<file path="src/rtl/key_conditioner_pkg.sv">
// Shared constants for the stopwatch key path: debounce timing defaults and key indices.
package key_conditioner_pkg;

    localparam int unsigned DEBOUNCE_CYCLES_DEFAULT = 1000000;
    localparam int unsigned CNT_W_DEFAULT           = 24;

    localparam int unsigned KEY_RST  = 0;
    localparam int unsigned KEY_SP   = 1;
    localparam int unsigned KEY_DS   = 2;
    localparam int unsigned NUM_KEYS = 3;

endpackage

</file>
<file path="src/rtl/key_conditioner_debounce.sv">
// One raw active-low key: two-flop synchroniser, debounce counter, stable level and press pulse.
module key_debounce
    import key_conditioner_pkg::*;
#(
    parameter int unsigned DEBOUNCE_CYCLES = DEBOUNCE_CYCLES_DEFAULT,
    parameter int unsigned CNT_W           = CNT_W_DEFAULT
) (
    input  logic clk,
    input  logic reset,
    input  logic key,
    output logic pulse,
    output logic held
);

    localparam logic [CNT_W-1:0] LAST = CNT_W'(DEBOUNCE_CYCLES - 1);

    logic             sync1;
    logic             sync2;
    logic [CNT_W-1:0] cnt;
    logic             stable;
    logic             mismatch;

    // The stable level is kept inverted as 'held' so key_state comes straight off a flop.
    assign stable   = ~held;
    assign mismatch = (sync2 != stable);

    always_ff @(posedge clk or posedge reset) begin
        if (reset) begin
            sync1 <= 1'b1;
            sync2 <= 1'b1;
            cnt   <= '0;
            held  <= 1'b0;
            pulse <= 1'b0;
        end else begin
            sync1 <= key;
            sync2 <= sync1;
            pulse <= 1'b0;
            if (!mismatch) begin
                cnt <= '0;
            end else if (cnt == LAST) begin
                cnt   <= '0;
                held  <= ~sync2;
                pulse <= ~sync2;
            end else begin
                cnt <= cnt + 1'b1;
            end
        end
    end

endmodule

</file>
<file path="src/rtl/key_conditioner.sv">
// Debounces the three stopwatch keys and derives the counter run and display-refresh levels.
module key_conditioner
    import key_conditioner_pkg::*;
#(
    parameter int unsigned DEBOUNCE_CYCLES = DEBOUNCE_CYCLES_DEFAULT,
    parameter int unsigned CNT_W           = CNT_W_DEFAULT
) (
    input  logic       clk,
    input  logic       reset,
    input  logic       key_reset,
    input  logic       key_start_pause,
    input  logic       key_display_stop,
    output logic       clear_pulse,
    output logic       start_pause_pulse,
    output logic       display_stop_pulse,
    output logic       counter_work,
    output logic       display_work,
    output logic [2:0] key_state
);

    key_debounce #(
        .DEBOUNCE_CYCLES(DEBOUNCE_CYCLES),
        .CNT_W          (CNT_W)
    ) u_rst (
        .clk  (clk),
        .reset(reset),
        .key  (key_reset),
        .pulse(clear_pulse),
        .held (key_state[KEY_RST])
    );

    key_debounce #(
        .DEBOUNCE_CYCLES(DEBOUNCE_CYCLES),
        .CNT_W          (CNT_W)
    ) u_sp (
        .clk  (clk),
        .reset(reset),
        .key  (key_start_pause),
        .pulse(start_pause_pulse),
        .held (key_state[KEY_SP])
    );

    key_debounce #(
        .DEBOUNCE_CYCLES(DEBOUNCE_CYCLES),
        .CNT_W          (CNT_W)
    ) u_ds (
        .clk  (clk),
        .reset(reset),
        .key  (key_display_stop),
        .pulse(display_stop_pulse),
        .held (key_state[KEY_DS])
    );

    // Clear overrides any coincident toggle; the two toggles are independent of each other.
    always_ff @(posedge clk or posedge reset) begin
        if (reset) begin
            counter_work <= 1'b0;
            display_work <= 1'b1;
        end else if (clear_pulse) begin
            counter_work <= 1'b0;
            display_work <= 1'b1;
        end else begin
            if (start_pause_pulse) begin
                counter_work <= ~counter_work;
            end
            if (display_stop_pulse) begin
                display_work <= ~display_work;
            end
        end
    end

endmodule

</file>
<file path="config.mk">
export PLATFORM = sky130hd
export DESIGN_NAME = key_conditioner
export DESIGN_NICKNAME = d
export VERILOG_FILES = /design/src/rtl/key_conditioner_pkg.sv /design/src/rtl/key_conditioner_debounce.sv /design/src/rtl/key_conditioner.sv
export SDC_FILE = /design/constraint.sdc
export NUM_CORES = 1
export LEC_CHECK = 0
export CAP_MARGIN = 20
export CORE_ASPECT_RATIO = 0.9
export CORE_MARGIN = 5
export CORE_UTILIZATION = 65
export DETAILED_ROUTE_END_ITERATION = 16
export PLACE_DENSITY = 0.84
export SYNTH_ARGS = -nofsm -noshare
export SYNTH_HDL_FRONTEND = slang
export SYNTH_HIERARCHICAL = 1
export SYNTH_SLANG_ARGS = --single-unit
</file>
<file path="constraint.sdc">
create_clock -name clk -period 3.88 [get_ports clk]
set_input_delay 0.776 -clock clk [delete_from_list [all_inputs] [get_ports clk]]
set_output_delay 0.776 -clock clk [all_outputs]
set_load 0.03 [all_outputs]
</file>
-- Yosys cells after proc, flatten, opt, wreduce, memory -nomap -nowiden
Index checks and enable logic that the tools add are counted.
- add/subtract/negate cells: 3
- eq/ne operators: 6
- mux-type cells: 16
- bitwise operators: 8
- reduce and logical (&&, ||, !) cells: 5
- operator list (cell ; count):
    24-bit two-way mux ; 6
    24-bit by 1-bit adder with 24-bit output (second input constant) ; 3
    24-bit by 20-bit == test with 1-bit output (second input constant) ; 3
    1-bit two-way mux ; 10
    1-bit inverter ; 8
    2-bit AND reduction ; 3
    2-bit nonzero test ; 2
    1-bit inequality test ; 3
- flip-flop bits (word level): 86
- input bits: 5
- output and inout bits: 8
- word-level logic and storage cells: 55

-- Longest topological paths before layout
Gate-level depths: netlist of run 1.
- depth after elaboration: 3
- gate-level depth with buffers: 7

-- Modules after synthesis
Netlist of run 1, hierarchy kept.
- modules (own cells, without submodules) (module ; instances ; cells each ; area each (sq um) ; sequential area each (sq um)):
    key_debounce ; 3 ; 136 ; 1390.1 ; 703.2
    key_conditioner ; 1 ; 7 ; 82.6 ; 51.3

-- Worst setup path before layout of run 1
OpenSTA, ideal clock, no wires.
- kind: flip-flop to flip-flop
- start: register u_ds.cnt[0]
- end: register u_ds.cnt[2]
- arrival: 1.724 ns
- required time: 3.758 ns
- path slack: 2.034 ns
- stages on the path, launching flop included: 8
- buffers on the path: 2
- cells stage by stage: dfrtp_1 ha_1 and2_1 clkbuf_1 nand4_1 o31ai_1 buf_2 nor2_1
- word-level cells in the longest chain between the ends: 3
- ends and longest elaborated chain (element ; RTL line ; source):
    start: declaration ; key_conditioner_debounce.sv:19 ; logic [CNT_W-1:0] cnt;
    start signal: assignment ; key_conditioner_debounce.sv:45 ; cnt <= cnt + 1'b1;
    24-bit by 1-bit adder with 24-bit output / 24-bit by 20-bit == test with 1-bit output (equally long branches) ; key_conditioner_debounce.sv:45, key_conditioner_debounce.sv:40 ;
    24-bit two-way mux (*) ; key_conditioner_debounce.sv:40 ; end else if (cnt == LAST) begin
    24-bit two-way mux (*) ; key_conditioner_debounce.sv:38 ; if (!mismatch) begin
Mark *: on every way between the ends. The rest lies on a longest branch, timed or not.
A chain may end at the register's enable or synchronous reset.

-- Final worst setup path of run 1
- start: register u_rst.cnt[13]
- end: register u_rst.cnt[20]
- word-level cells in the longest chain between the ends: 3
- ends and longest elaborated chain (element ; RTL line):
    start: declaration ; key_conditioner_debounce.sv:19
    start signal: assignment ; key_conditioner_debounce.sv:45
    24-bit by 1-bit adder with 24-bit output / 24-bit by 20-bit == test with 1-bit output (equally long branches) ; key_conditioner_debounce.sv:45, key_conditioner_debounce.sv:40
    24-bit two-way mux (*) ; key_conditioner_debounce.sv:40
    24-bit two-way mux (*) ; key_conditioner_debounce.sv:38
Marked as above.

==> run summary, run 1 <==
Fillers - 449
Lkg Pwr - 0.001856 uW
Synth-to-Final Area Change - 10.41%
CTS buffer count - 9
Slowest cell delay on critical path - 0.79 ns
Site row count - 28
#FFs+latches synth - 86
Highest-delay cell along the critical path - o31ai_2
Most area-consuming cells after synthesis - dfrtp_1, xor2_1, dfstp_2
Cell Pwr Density - 337.9 nW/um^2
Chip height - 86.74 um
CORE AREA - 6481 sq um
Hold Crit Class - reg2reg
Worst Skew - 0.006930 ns
TritonRoute pass-1 iters - 4
Crit-path cells - nor4b_1, nand4_1, o31ai_2, buf_4, a21oi_1
Input/output buffers - 12
Yosys Warn Count - 6
Vias in the first global route - 3223
Final Critical Period - 2.378 ns
Critical path buffers and inverters - 1
Tot Pwr - 1586 uW
Clock root buffer - clkbuf_8
RSZ-0062 raised after global routing - false
Hold-fix buffers, CTS - 0
Die ar. - 8263 sq um
Largest net degree at the start of global routing - 29
DRT iter0 DRCs - 224
Setup_tns - 0 ns
I/O pin count - 13
Mean Syn Cell Area - 10.25 sq um
Critical Path AT - 2.60 ns
Status - complete, no violations
Number of flops mapped to enable cells by yosys - 0
Final Hold Vio Count - 0
VDD IR max - 0.2238 mV
Syn Nets - 423
Met3 wire length - 291 um
Worst setup SP type - flop
Synth async-reset ratio - 100.0%
Clk Latency, worst-skew pair - 0.35 ns
CTS tree - done
Vias - 3266
Worst R2R Start - u_rst/cnt[13]
First-pass GRT wire length - 15.04 mm
Slew Limit Headroom - 42.66%
Starting density of the core - 65.62%
Clock slew at reported path FFs - 0.08 ns
Setup violators final - 0
Max Cap Violations - 0
Post-CTS Setup Inserts - 0
Clk sinks - 86
ANT nets after route - 0
Maximum clock frequency - 0.4205 GHz
Largest regs - u_ds/cnt x24, u_rst/cnt x24, u_sp/cnt x24
Highest routed layer - met4
Longest Clk Path Bufs - 2
Final wirelength - 9.008 mm
Wl on met1 - 3.875 mm
Area leader, netlist - dfrtp_1
Die Wd - 95.27 um
Layout Nets - 434
Sequential-to-total area share from yosys stat - 50.81%
Start point of the critical path - u_rst/cnt[13]
Gpl congestion - 0.9177
Critical Path RT - 4.10 ns
Crit Path Max Fanout - 12
Yosys top cell area share - 46.48%
GRT Total Usage - 23.19%
Final period utilization - 61.29%
Critical path class - reg2reg
Worst-Margin Slew - 0.8550 ns
Library cells used by synthesis - 36
H-tree depth - 3
Post-Syn Area - 4253 sq um
Layout cell share with drive strength beyond 1 - 13.23%
Drt wl/cell - 17.29 um
CP delay by family, top - compound AO/OA/AOI/OAI gates
Drc violations - 0
HP Start - u_sp/sync1
GRT overflow - 0
Antenna Cells - 0
Antenna violations before repair - 0
Mapped Cells - 415
CP endpoint kind - flop
Slew Viols, Final - 0
Placed wire-length estimate - 6.025 mm
CTS resizes - 0
Met2 WL - 4.671 mm
Vias per Instance - 6.269
Top_reg_cell synth - dfrtp_1
-- report_power, final --
part / leakage [uW] / internal, uW / switching (uW)
logic: 0.000604 / 23.8 / 39.4
registers: 0.00117 / 909 / 8.74
clock network: 0.0000818 / 298 / 308
-- routing by layer --
metal	vias up	GRT usage [%]
li1	1547	-
met1	1641	29.95
met5	-	0
met4	0	8.388
met3	16	4.427
met2	62	38.91
-- worst reg2reg max path: cells and delay by family (launching register included) --
| family | cells | cell delay [ns] |
|---|---|---|
| compound gates | 2 | 0.88 |
| simple gates | 2 | 0.61 |
| flops | 1 | 0.44 |
| buf+inv | 1 | 0.32 |
-- cells in the mapped netlist, types with 12 or more instances --
master,n
nand4_1,21
o31ai_1,18
a21oi_1,27
or3_1,15
nand2_1,15
o21ai_0,18
xnor2_1,17
dfrtp_1,79
nor2_1,40
or4_1,12
nand3_1,24
xor2_1,24
-- logic make-up (layout without fill, tap and decap cells) --
kind of cell | Yosys count | count (layout) | synth area share, %
fa+ha+maj | 3 | 3 | 0.8827
simple gates | 191 | 191 | 27.42
buf+inv | 25 | 41 | 3.001
flops | 86 | 86 | 50.81
xor+xnor | 41 | 41 | 8.444
compound gates | 69 | 69 | 9.444
-- cells in the final DEF (no fill, tap or decap), types with 4 or more instances in the layout --
master | netlist | layout
dfrtp_1 | 79 | 79
nor2_1 | 40 | 40
a21oi_1 | 27 | 27
nand3_1 | 24 | 24
xor2_1 | 24 | 24
nand4_1 | 21 | 21
o21ai_0 | 18 | 18
xnor2_1 | 17 | 17
nand2_1 | 15 | 15
or3_1 | 15 | 15
o31ai_1 | 18 | 15
clkdlybuf4s50_1 | 0 | 12
or4_1 | 12 | 12
clkbuf_8 | 0 | 9
nor4_1 | 9 | 9
inv_1 | 7 | 7
dfstp_2 | 7 | 7
nand4_2 | 6 | 6
and3_1 | 6 | 6
or4b_1 | 6 | 6
nor3_1 | 6 | 6
clkinvlp_4 | 0 | 4
-- per-stage QoR --
step / area (sq um) / setup slack [ns] / instances / utilization, % / hold slack [ns]
floorplan: 4253 / 2.034 / 415 / - / 0.3452
global placement: 4422 / 1.632 / 502 / 68.22 / 0.3467
detailed placement: 4422 / 1.572 / 502 / 68.22 / 0.3469
CTS: 4613 / 1.525 / 518 / 71.18 / 0.3589
global route: 4696 / 1.356 / 521 / 72.45 / 0.3565
finish: 4696 / 1.502 / 521 / 72.45 / 0.3597
-- worst paths after layout --
check                                end  cells past startpoint  slack [ns]
min in group asynchronous   counter_work                      2        0.71
min                           u_sp/sync2                      0        0.36
max in group asynchronous   u_sp/cnt[10]                      3        2.51
max                        u_rst/cnt[20]                      5        1.50
max reg2reg                u_rst/cnt[20]                      5        1.50
min reg2reg                   u_sp/sync2                      0        0.36
-- cell type report --
type / instances / area, sq um / area share [%]
sequential: 86 / 2161 / 46.02
multi-input combinational: 304 / 1979 / 42.15
timing repair buffer: 18 / 225.2 / 4.796
clock buffer: 11 / 131.4 / 2.798
tap: 90 / 112.6 / 2.398
clock inverter: 5 / 60.06 / 1.279
inverter: 7 / 26.28 / 0.5596
(Power assumes the default switching activity.)
==> run 2: changes to the inputs <==
--- a/config.mk
+++ b/config.mk
@@ -8,9 +8,9 @@
 export CAP_MARGIN = 20
 export CORE_ASPECT_RATIO = 0.9
 export CORE_MARGIN = 5
-export CORE_UTILIZATION = 65
+export CORE_UTILIZATION = 55
 export DETAILED_ROUTE_END_ITERATION = 16
-export PLACE_DENSITY = 0.84
+export PLACE_DENSITY = 0.75
 export SYNTH_ARGS = -nofsm -noshare
 export SYNTH_HDL_FRONTEND = slang
 export SYNTH_HIERARCHICAL = 1
==> constraint.sdc (replaced) <==
create_clock -name clk -period 2.16 [get_ports clk]
set_input_delay 0.432 -clock clk [delete_from_list [all_inputs] [get_ports clk]]
set_output_delay 0.432 -clock clk [all_outputs]
set_load 0.03 [all_outputs]
==> run 2 against run 1 <==
Against the previous run: sequential power rose by 80%; critical path type is now reg2out; critical endpoint is now display_work; combinational power up 65%; clock power up 100%.
==> run summary, run 2 (synthesized netlist as in run 1, its figures left out) <==
Status - complete, no violations
Hold-fix buffers, CTS - 0
DRT iter0 DRCs - 137
Final Hold Vio Count - 0
Crit path depth - 1
Pre-CTS setup slack - 0.2611 ns
CTS buffer count - 9
Vias in the first global route - 3160
CTS resizes - 0
Hold Crit Class - reg2reg
Setup_tns - 0 ns
Clk sinks - 86
Chip height - 93.42 um
Net Sw Power - 618.7 uW
Largest regs - u_ds/cnt x24, u_rst/cnt x24, u_sp/cnt x24
Starting density of the core - 56.37%
Most frequent cells in the layout - dfrtp_1, nor2_1, a21oi_1, nand3_1, xor2_1
Grt peak-use layer - met2
Critical path buffers and inverters - 1
First-pass GRT wire length - 14.64 mm
Slowest cell delay on critical path - 0.67 ns
Crit Path Max Fanout - 2
WHS Path Cells - 0
Worst setup SP type - flop
Switch share - 20.81%
Clock root buffer - clkbuf_8
Final WS setup - 0.1529 ns
GRT overflow - 0
Layout Nets - 446
Final Critical Period - 2.007 ns
Drt wl/cell - 15.89 um
Maximum clock frequency - 0.4982 GHz
Drc violations - 0
CP delay by family, top - buffers and inverters
I/O pin count - 13
Input/output buffers - 12
Cell Pwr Density - 624.7 nW/um^2
Worst r2r path cells - 4
Lkg Pwr - 0.001915 uW
Setup violators final - 0
H-tree depth - 3
Met1 Usage GRT - 25.22%
Clk Latency, worst-skew pair - 0.35 ns
Worst Skew - 0.008685 ns
CTS tree - done
Vias per Instance - 6.019
Die Wd - 102.7 um
Met2 GRT Util - 30.38%
Site row count - 30
Gpl congestion - 0.8841
Post-DP Area - 4542 sq um
TritonRoute pass-1 iters - 4
Longest Clk Path Bufs - 2
Layout cell share with drive strength beyond 1 - 15.35%
CP endpoint kind - output port
Slew Limit Headroom - 74.78%
Clock power frac - 41.0%
Critical path class - reg2out
Comb power frac - 3.5%
Slew Viols, Final - 0
Flop pwr share - 55.5%
Vias - 3244
Met3 Track Usage GR - 5.220%
Max Cap Violations - 0
GRT Total Usage - 19.33%
Critical Path RT - 1.73 ns
Final period utilization - 92.92%
Post-CTS Setup Inserts - 0
VDD IR max - 0.4089 mV
Antenna Cells - 0
Crit-path cells - clkdlybuf4s50_1
ANT nets after route - 0
Final Cell Area - 4758 sq um
Synth-to-Final Area Change - 11.89%
Fillers - 596
Placed wire-length estimate - 6.009 mm
Cell internal pwr - 2354 uW
Worst-Margin Slew - 0.3730 ns
Highest-delay cell along the critical path - clkdlybuf4s50_1
Flip-flop and latch area - 2161 sq um
Area occupied by multi-input gates - 1979 sq um
Most common cell after layout, fill and taps aside - dfrtp_1
Die ar. - 9593 sq um
Largest net degree at the start of global routing - 29
Final wirelength - 8.565 mm
Antenna violations before repair - 0
RSZ-0062 raised after global routing - false
Critical Path AT - 1.58 ns
CORE AREA - 7545 sq um
Clock slew at reported path FFs - 0.08 ns
[run 2: cell count changes in the layout (fill, tap and decap cells not counted), sizes merged]
cell,delta
clkbuf,+2
buf,+12
clkinvlp,-3
bufinv,+1
[run 2: final timing paths]
| path | startpoint | end | slack, ns |
|---|---|---|---|
| worst max-delay path | display_work | display_work | 0.15 |
| worst min-delay path | u_rst/sync1 | u_rst/sync2 | 0.36 |
| worst max register to register | u_rst/cnt[16] | u_rst/cnt[23] | 0.25 |
| worst min register to register | u_rst/sync1 | u_rst/sync2 | 0.36 |
| max in group asynchronous | reset | u_rst/sync1 | 1.29 |
| min in group asynchronous | reset | counter_work | 0.37 |
[run 2: per-layer routing]
metal / up-vias / share of wire [%]
li1: 1568 / -
met1: 1618 / 45
met2: 48 / 49
met3: 10 / 3.9
met4: 0 / 1.7
met5: - / 0
[run 2: layout make-up]
class | count | area share (%)
flip-flops and latches | 86 | 45.41
multi-input cells | 304 | 41.60
repair buffers | 30 | 5.364
clock buffers | 13 | 3.129
well taps | 96 | 2.524
clock inverters | 3 | 1.420
inverters | 7 | 0.5522
[run 2: power by group through the flow]
stage	Sequential, uW	Clock, uW	Combinational, uW
floorplan	1680	0	65.2
global placement	1680	0	104
detailed placement	1680	0	106
CTS	1650	1250	107
global route	1650	1330	120
finish	1650	1220	104
[run 2: through the flow]
step                power (uW)  hold WS [ns]  utilization (%)  std cells
global placement          1783        0.3458            60.20        523
CTS                       3009        0.3598            63.07        539
global route              3101        0.3625            63.07        539
finish                    2973        0.3580            63.07        539
floorplan                 1742        0.1725                -        415
detailed placement        1786        0.3476            60.20        523
